File: config.mk
export PLATFORM = sky130hd
export DESIGN_NAME = bitmap_fetch_arbiter
export DESIGN_NICKNAME = d
export VERILOG_FILES = /design/src/rtl/bitmap_fetch_arbiter.sv
export SDC_FILE = /design/constraint.sdc
export NUM_CORES = 1
export LEC_CHECK = 0
export BUFFER_PORTS_ARGS = -buffer_cell sky130_fd_sc_hd__buf_2
export CAP_MARGIN = 20
export CORE_UTILIZATION = 46
export CTS_BUF_LIST = sky130_fd_sc_hd__clkbuf_8
export DETAILED_ROUTE_END_ITERATION = 10
export GPL_ROUTABILITY_DRIVEN = 1
export PLACE_DENSITY_LB_ADDON = 0.05
export SYNTH_ARGS = -nofsm -noshare
export SYNTH_HDL_FRONTEND = slang
export SYNTH_SLANG_ARGS = --single-unit
File: constraint.sdc
create_clock -name pix_clk -period 2 [get_ports pix_clk]
set_input_delay 0.4 -clock pix_clk [delete_from_list [all_inputs] [get_ports pix_clk]]
set_output_delay 0.4 -clock pix_clk [all_outputs]
set_load 0.05 [all_outputs]
File: src/rtl/bitmap_fetch_arbiter.sv
// Arbitrates one single-port board RAM between display row prefetch (strict priority) and game reads/writes.
// Issue is combinational from IDLE; reads return one cycle later. game_req is held until game_gnt is high.
module bitmap_fetch_arbiter #(
  parameter int ADDR_W = 5,
  parameter int DATA_W = 32
) (
  input  logic              pix_clk,
  input  logic              rst,
  input  logic              disp_req,
  input  logic [ADDR_W-1:0] disp_row,
  input  logic              disp_swap,
  output logic [DATA_W-1:0] bitmap_data,
  input  logic              game_req,
  input  logic              game_we,
  input  logic [ADDR_W-1:0] game_addr,
  input  logic [DATA_W-1:0] game_wdata,
  output logic              game_gnt,
  output logic              game_rvalid,
  output logic [DATA_W-1:0] game_rdata,
  output logic              mem_en,
  output logic              mem_we,
  output logic [ADDR_W-1:0] mem_addr,
  output logic [DATA_W-1:0] mem_wdata,
  input  logic [DATA_W-1:0] mem_rdata,
  input  logic              clr_flags,
  output logic              disp_overrun,
  output logic              disp_underrun
);

  typedef enum logic [1:0] {IDLE, DISP_WAIT, GAME_WAIT} state_t;

  state_t            state;
  logic              disp_pend;
  logic [ADDR_W-1:0] pend_row;
  logic [DATA_W-1:0] shadow;
  logic              shadow_vld;
  logic              disp_issue;
  logic              game_issue;
  logic              capture;

  always_comb begin
    disp_issue = !rst && (state == IDLE) && disp_pend;
    game_issue = !rst && (state == IDLE) && !disp_pend && game_req;
    capture    = (state == DISP_WAIT);
  end

  assign game_gnt  = game_issue;
  assign mem_en    = disp_issue | game_issue;
  assign mem_we    = game_issue & game_we;
  assign mem_addr  = disp_issue ? pend_row : game_addr;
  assign mem_wdata = game_wdata;

  always_ff @(posedge pix_clk) begin
    if (rst) begin
      state         <= IDLE;
      disp_pend     <= 1'b0;
      pend_row      <= '0;
      shadow        <= '0;
      shadow_vld    <= 1'b0;
      bitmap_data   <= '0;
      game_rvalid   <= 1'b0;
      game_rdata    <= '0;
      disp_overrun  <= 1'b0;
      disp_underrun <= 1'b0;
    end else begin
      game_rvalid <= 1'b0;
      case (state)
        IDLE: begin
          if (disp_issue)
            state <= DISP_WAIT;
          else if (game_issue && !game_we)
            state <= GAME_WAIT;
        end
        DISP_WAIT: state <= IDLE;
        GAME_WAIT: begin
          state       <= IDLE;
          game_rvalid <= 1'b1;
          game_rdata  <= mem_rdata;
        end
        default: state <= IDLE;
      endcase

      // A newer request always replaces the pending row; the issue slot takes the old one.
      if (disp_req) begin
        pend_row  <= disp_row;
        disp_pend <= 1'b1;
      end else if (disp_issue) begin
        disp_pend <= 1'b0;
      end

      if (capture)
        shadow <= mem_rdata;

      // Swap consumes the old prefetch first; a same-cycle request then invalidates.
      if (disp_req)
        shadow_vld <= 1'b0;
      else if (capture && !(disp_swap && !shadow_vld))
        shadow_vld <= 1'b1;
      else if (disp_swap)
        shadow_vld <= 1'b0;

      if (disp_swap && shadow_vld)
        bitmap_data <= shadow;
      else if (disp_swap && capture)
        bitmap_data <= mem_rdata;

      if (disp_swap && !shadow_vld && !capture)
        disp_underrun <= 1'b1;
      else if (clr_flags)
        disp_underrun <= 1'b0;

      if (disp_req && disp_pend && !disp_issue)
        disp_overrun <= 1'b1;
      else if (clr_flags)
        disp_overrun <= 1'b0;
    end
  end

endmodule

Yosys cells after proc, flatten, opt, wreduce, memory -nomap -nowiden
Cells that the tools add are included.
{"block": "op_classes", "eq_ne": 2, "n_mux": 13, "bitwise_logic": 3, "reduce_logical": 29}
{"operator": "32-bit two-way mux", "n": 2}
{"operator": "1-bit logical AND", "n": 12}
{"operator": "2-bit nonzero test", "n": 6}
{"operator": "1-bit two-way mux", "n": 10}
{"operator": "1-bit logical NOT", "n": 7}
{"operator": "5-bit two-way mux", "n": 1}
{"operator": "2-bit OR reduction", "n": 2}
{"operator": "3-bit OR reduction", "n": 1}
{"operator": "2-bit by 1-bit equality test with 1-bit output (second input constant)", "n": 1}
{"operator": "2-bit equality test (second input constant)", "n": 1}
{"operator": "2-bit logical NOT", "n": 1}
{"operator": "1-bit AND", "n": 1}
{"operator": "1-bit NOT", "n": 1}
{"operator": "1-bit OR", "n": 1}
{"block": "totals", "ff_bits": 108, "input_bits": 81, "output_inout_bits": 107}

Logic depth before layout (Yosys ltp)
{"block": "logic_depth", "depth_word": 7, "mapped_depth": 6, "depth_no_buf": 3}

Worst setup path before layout
OpenSTA, ideal clock, no wires.
{"block": "synth_timing", "kind": "input port to output port", "from": "in rst", "to": "out mem_we", "t_arrival_ns": 1.701, "setup_slack_ns": -0.101, "cell_stages": 4, "cell_sequence": "buf_2 nor3_1 and3b_1 and2_1"}
{"block": "synth_between", "elab_chain_len": 5}
{"element": "from (decl)", "line_no": "8", "source": "input logic rst,"}
{"element": "1-bit logical NOT", "line_no": "43", "source": "game_issue = !rst && (state == IDLE) && !disp_pend && game_req;"}
{"element": "1-bit logical AND (3 in series)", "line_no": "43"}
{"element": "via game_gnt", "line_no": "17", "source": "output logic game_gnt,"}
{"element": "1-bit AND", "line_no": "49", "source": "assign mem_we = game_issue & game_we;"}
{"element": "to (decl)", "line_no": "21", "source": "output logic mem_we,"}
The timed path passes the listed nets, and every way through them passes these cells.

Worst setup path after layout
{"block": "layout_timing", "from": "reg state[0]", "to": "out mem_addr[1]"}
{"block": "layout_between", "elab_chain_len": 4}
{"element": "from (decl)", "line_no": "32", "source": "state_t state;"}
{"element": "from (signal assigned)", "line_no": "55", "source": "state <= IDLE;"}
{"element": "from (signal assigned)", "line_no": "70", "source": "state <= DISP_WAIT;"}
{"element": "from (signal assigned)", "line_no": "72", "source": "state <= GAME_WAIT;"}
{"element": "2-bit logical NOT", "line_no": "42", "source": "disp_issue = !rst && (state == IDLE) && disp_pend;"}
{"element": "1-bit logical AND (2 in series)", "line_no": "42"}
{"element": "5-bit two-way mux", "line_no": "50", "source": "assign mem_addr = disp_issue ? pend_row : game_addr;"}
{"element": "to (decl)", "line_no": "22", "source": "output logic [ADDR_W-1:0] mem_addr,"}
Every way passes these cells.

==> flow_summary.json <==
{
  "slew_headroom_pct": 46.91,
  "die-height_um": 105.9,
  "cp_max_fo": 7,
  "layout_commonest_cell": "nand2_1",
  "io_buffers": 123,
  "grt_pass1_wl_um": 18610,
  "final_nets": 703,
  "avgSynthCellArea_um2": 9.072,
  "critPathMaxStageDelay_ps": 350,
  "synth_warnings": 0,
  "status": "completed",
  "n_antenna_cell": 0,
  "num_rows": 37,
  "die-width_um": 105.9,
  "syn_inst": 547,
  "vias": 3996,
  "setup_ws_ps": 14.18,
  "cp_cell_sequence": "nor3_2 > and2_4 > mux2_2 > buf_6",
  "final_cell_mix": "129 x nand2_1, 117 x buf_2, 107 x dfxtp_1",
  "crit_buf_inv": 1,
  "crit_type": "reg2out",
  "crit_path_end_kind": "primary output",
  "worst_path_dominant_cell_family": "simple AND/OR/NAND/NOR gates",
  "antenna_found_initial": 0,
  "grt.total_usage_pct": 21.03,
  "period_needed_ps": 1986,
  "finalClockSkew_ps": 16.82,
  "syn_area_um2": 4962,
  "start_util_pct": 47.85,
  "hold_buffers": 0,
  "slowest_stage": "mux2_2",
  "postCtsSetupRepairBufs": 0,
  "grt_pass1_vias": 3774,
  "total_power_mw": 4.240,
  "seq_area_um2": 2163,
  "n_fill_cell": 1038,
  "dp.final_hpwl_um": 7607,
  "holdWs_ps": 196.8,
  "post-route-drc-count": 0,
  "cts-root-buf": "clkbuf_8",
  "grt_max_degree": 64,
  "setup_viol": 0,
  "cap_viol_max_count": 0,
  "total_leakage_power_nw": 2.450,
  "hold_viol_final": 0,
  "drive_gt1_share_pct": 32.70,
  "worst_pin_slew_ps": 796.4,
  "yosysSeqAreaShare_pct": 43.57,
  "drt_wl_total_um": 11560,
  "gp_congestion": 0.7000,
  "start_kind": "flip-flop",
  "antenna_left": 0,
  "io_pins": 188,
  "fmax_ghz": 0.5036,
  "report.final.slew_viol_count": 0,
  "fin_cells": 763,
  "postLayoutCoreUtil_pct": 54.44,
  "dpl.cell_count": 747,
  "synth-seq-cells": 108,
  "multi_input_area_um2": 2281,
  "clock_path_buffers": 2,
  "cp.required_ps": 1600,
  "htreeDepth": 3,
  "synth_area_leaders": "dfxtp_1 44%, nand2_1 9.8%, mux2i_1 7.5%",
  "pre_cts_slack_ps": -7.843,
  "drt-pass1-iter-count": 4,
  "syn_to_final_growth_pct": 13.77,
  "overflow": 0,
  "cp.arrival_ps": 1590,
  "rsz0062_at_grt": "true",
  "yosysUniqueCellTypes": 25,
  "hold_class": "in2reg",
  "insertion_delay_ps": 360,
  "via_per_inst": 5.237,
  "min_period_over_period_pct": 99.29,
  "synth_largest_area_cell": "dfxtp_1",
  "core_um2": 10370,
  "syn_nets": 628,
  "ir_worst_vdd_mv": 0.3003,
  "cts_tree": "done",
  "tritoncts.num_buffers": 9,
  "die_area_um2": 11210,
  "pwr_density_cell_nw_per_um2": 751.1,
  "clkTransAtPathRegs_ps": 100,
  "wl_per_cell_um": 15.16,
  "drtIter0Drc": 160,
  "synth_top_area_share_pct": 43.57,
  "cts_sinks": 108
}
-- path summary, 6_finish.rpt --
| check | start | to | slack (ps) | cells after the start |
|---|---|---|---|---|
| worst max-delay path | state[0] | mem_addr[1] | 10 | 4 |
| worst min-delay path | game_we | state[1] | 200 | 2 |
| worst max register to register | state[1] | bitmap_data[18] | 320 | 5 |
| worst min register to register | game_rdata[12] | game_rdata[12] | 460 | 2 |
-- cell type report --
class,instances,share of cell area [%]
multi-input cells,357,40.40
flip-flops and latches,108,38.32
inverters,3,0.1995
clock buffers,11,2.682
repair buffers,143,14.61
clock inverters,5,0.7757
well taps,136,3.014
-- synthesized netlist by cell type, drive strengths merged --
| master | count |
|---|---|
| a2111oi | 32 |
| a32oi | 1 |
| mux2i | 37 |
| or2 | 2 |
| nor3 | 34 |
| and2 | 2 |
| nor2 | 39 |
| dfxtp | 108 |
| nand2 | 130 |
| buf | 62 |
| maj3 | 1 |
| mux2 | 5 |
| a21boi | 1 |
| a21oi | 66 |
| inv | 3 |
| clkbuf | 17 |
| nor2b | 3 |
| and3b | 1 |
| nand2b | 2 |
| o21ai | 1 |
-- worst reg2reg max path: stages, from the launching register on --
cell and delay (ps):
dfxtp_1 330, buf_4 150, nand2b_2 310, a21boi_4 210, buf_4 380, a2111oi_2 140
-- logic make-up (layout without fill, tap and decap cells) --
logic type / after synthesis / in the layout / synth area share [%]
adder cells (fa/ha/maj): 1 / 1 / 0.2017
flip-flops: 108 / 108 / 43.57
AND/OR/NAND/NOR: 213 / 213 / 17.68
buffers and inverters: 82 / 162 / 10.89
multiplexers: 42 / 42 / 8.598
AO/OA/AOI/OAI: 101 / 101 / 19.06
-- layer usage --
layer | GRT usage, % | wire [um] | vias to the layer above
met5 | 0 | 0 | -
met4 | 6.052 | 120 | 0
met3 | 3.834 | 560 | 12
met2 | 35.06 | 5507 | 113
met1 | 27.72 | 5376 | 1894
li1 | - | - | 1977
-- flip-flops by register name, indices dropped and copies added, names as in the netlist --
name	cells
bitmap_data	32
state	2
shadow_vld	1
shadow	32
game_rdata	32
disp_overrun	1
game_rvalid	1
disp_underrun	1
disp_pend	1
pend_row	5
-- per-stage QoR --
step	cell area (um2)	setup TNS (ps)
after global placement	5410	0
after detailed placement	5410	-29.39
final	5645	0
after global routing	5645	-266.1
after CTS	5644	0
after floorplan	4964	0
-- power breakdown --
group	total, mW	switching [mW]	internal, mW
logic	0.676	0.466	0.210
registers	2.26	0.0395	2.22
clock network	1.30	0.766	0.538
-- timing repair --
item	CTS	global route
gates resized for setup	13	1
pin swaps	2	0
setup endpoints to repair	6	5
Note: power is estimated with default switching activity, not from simulation.
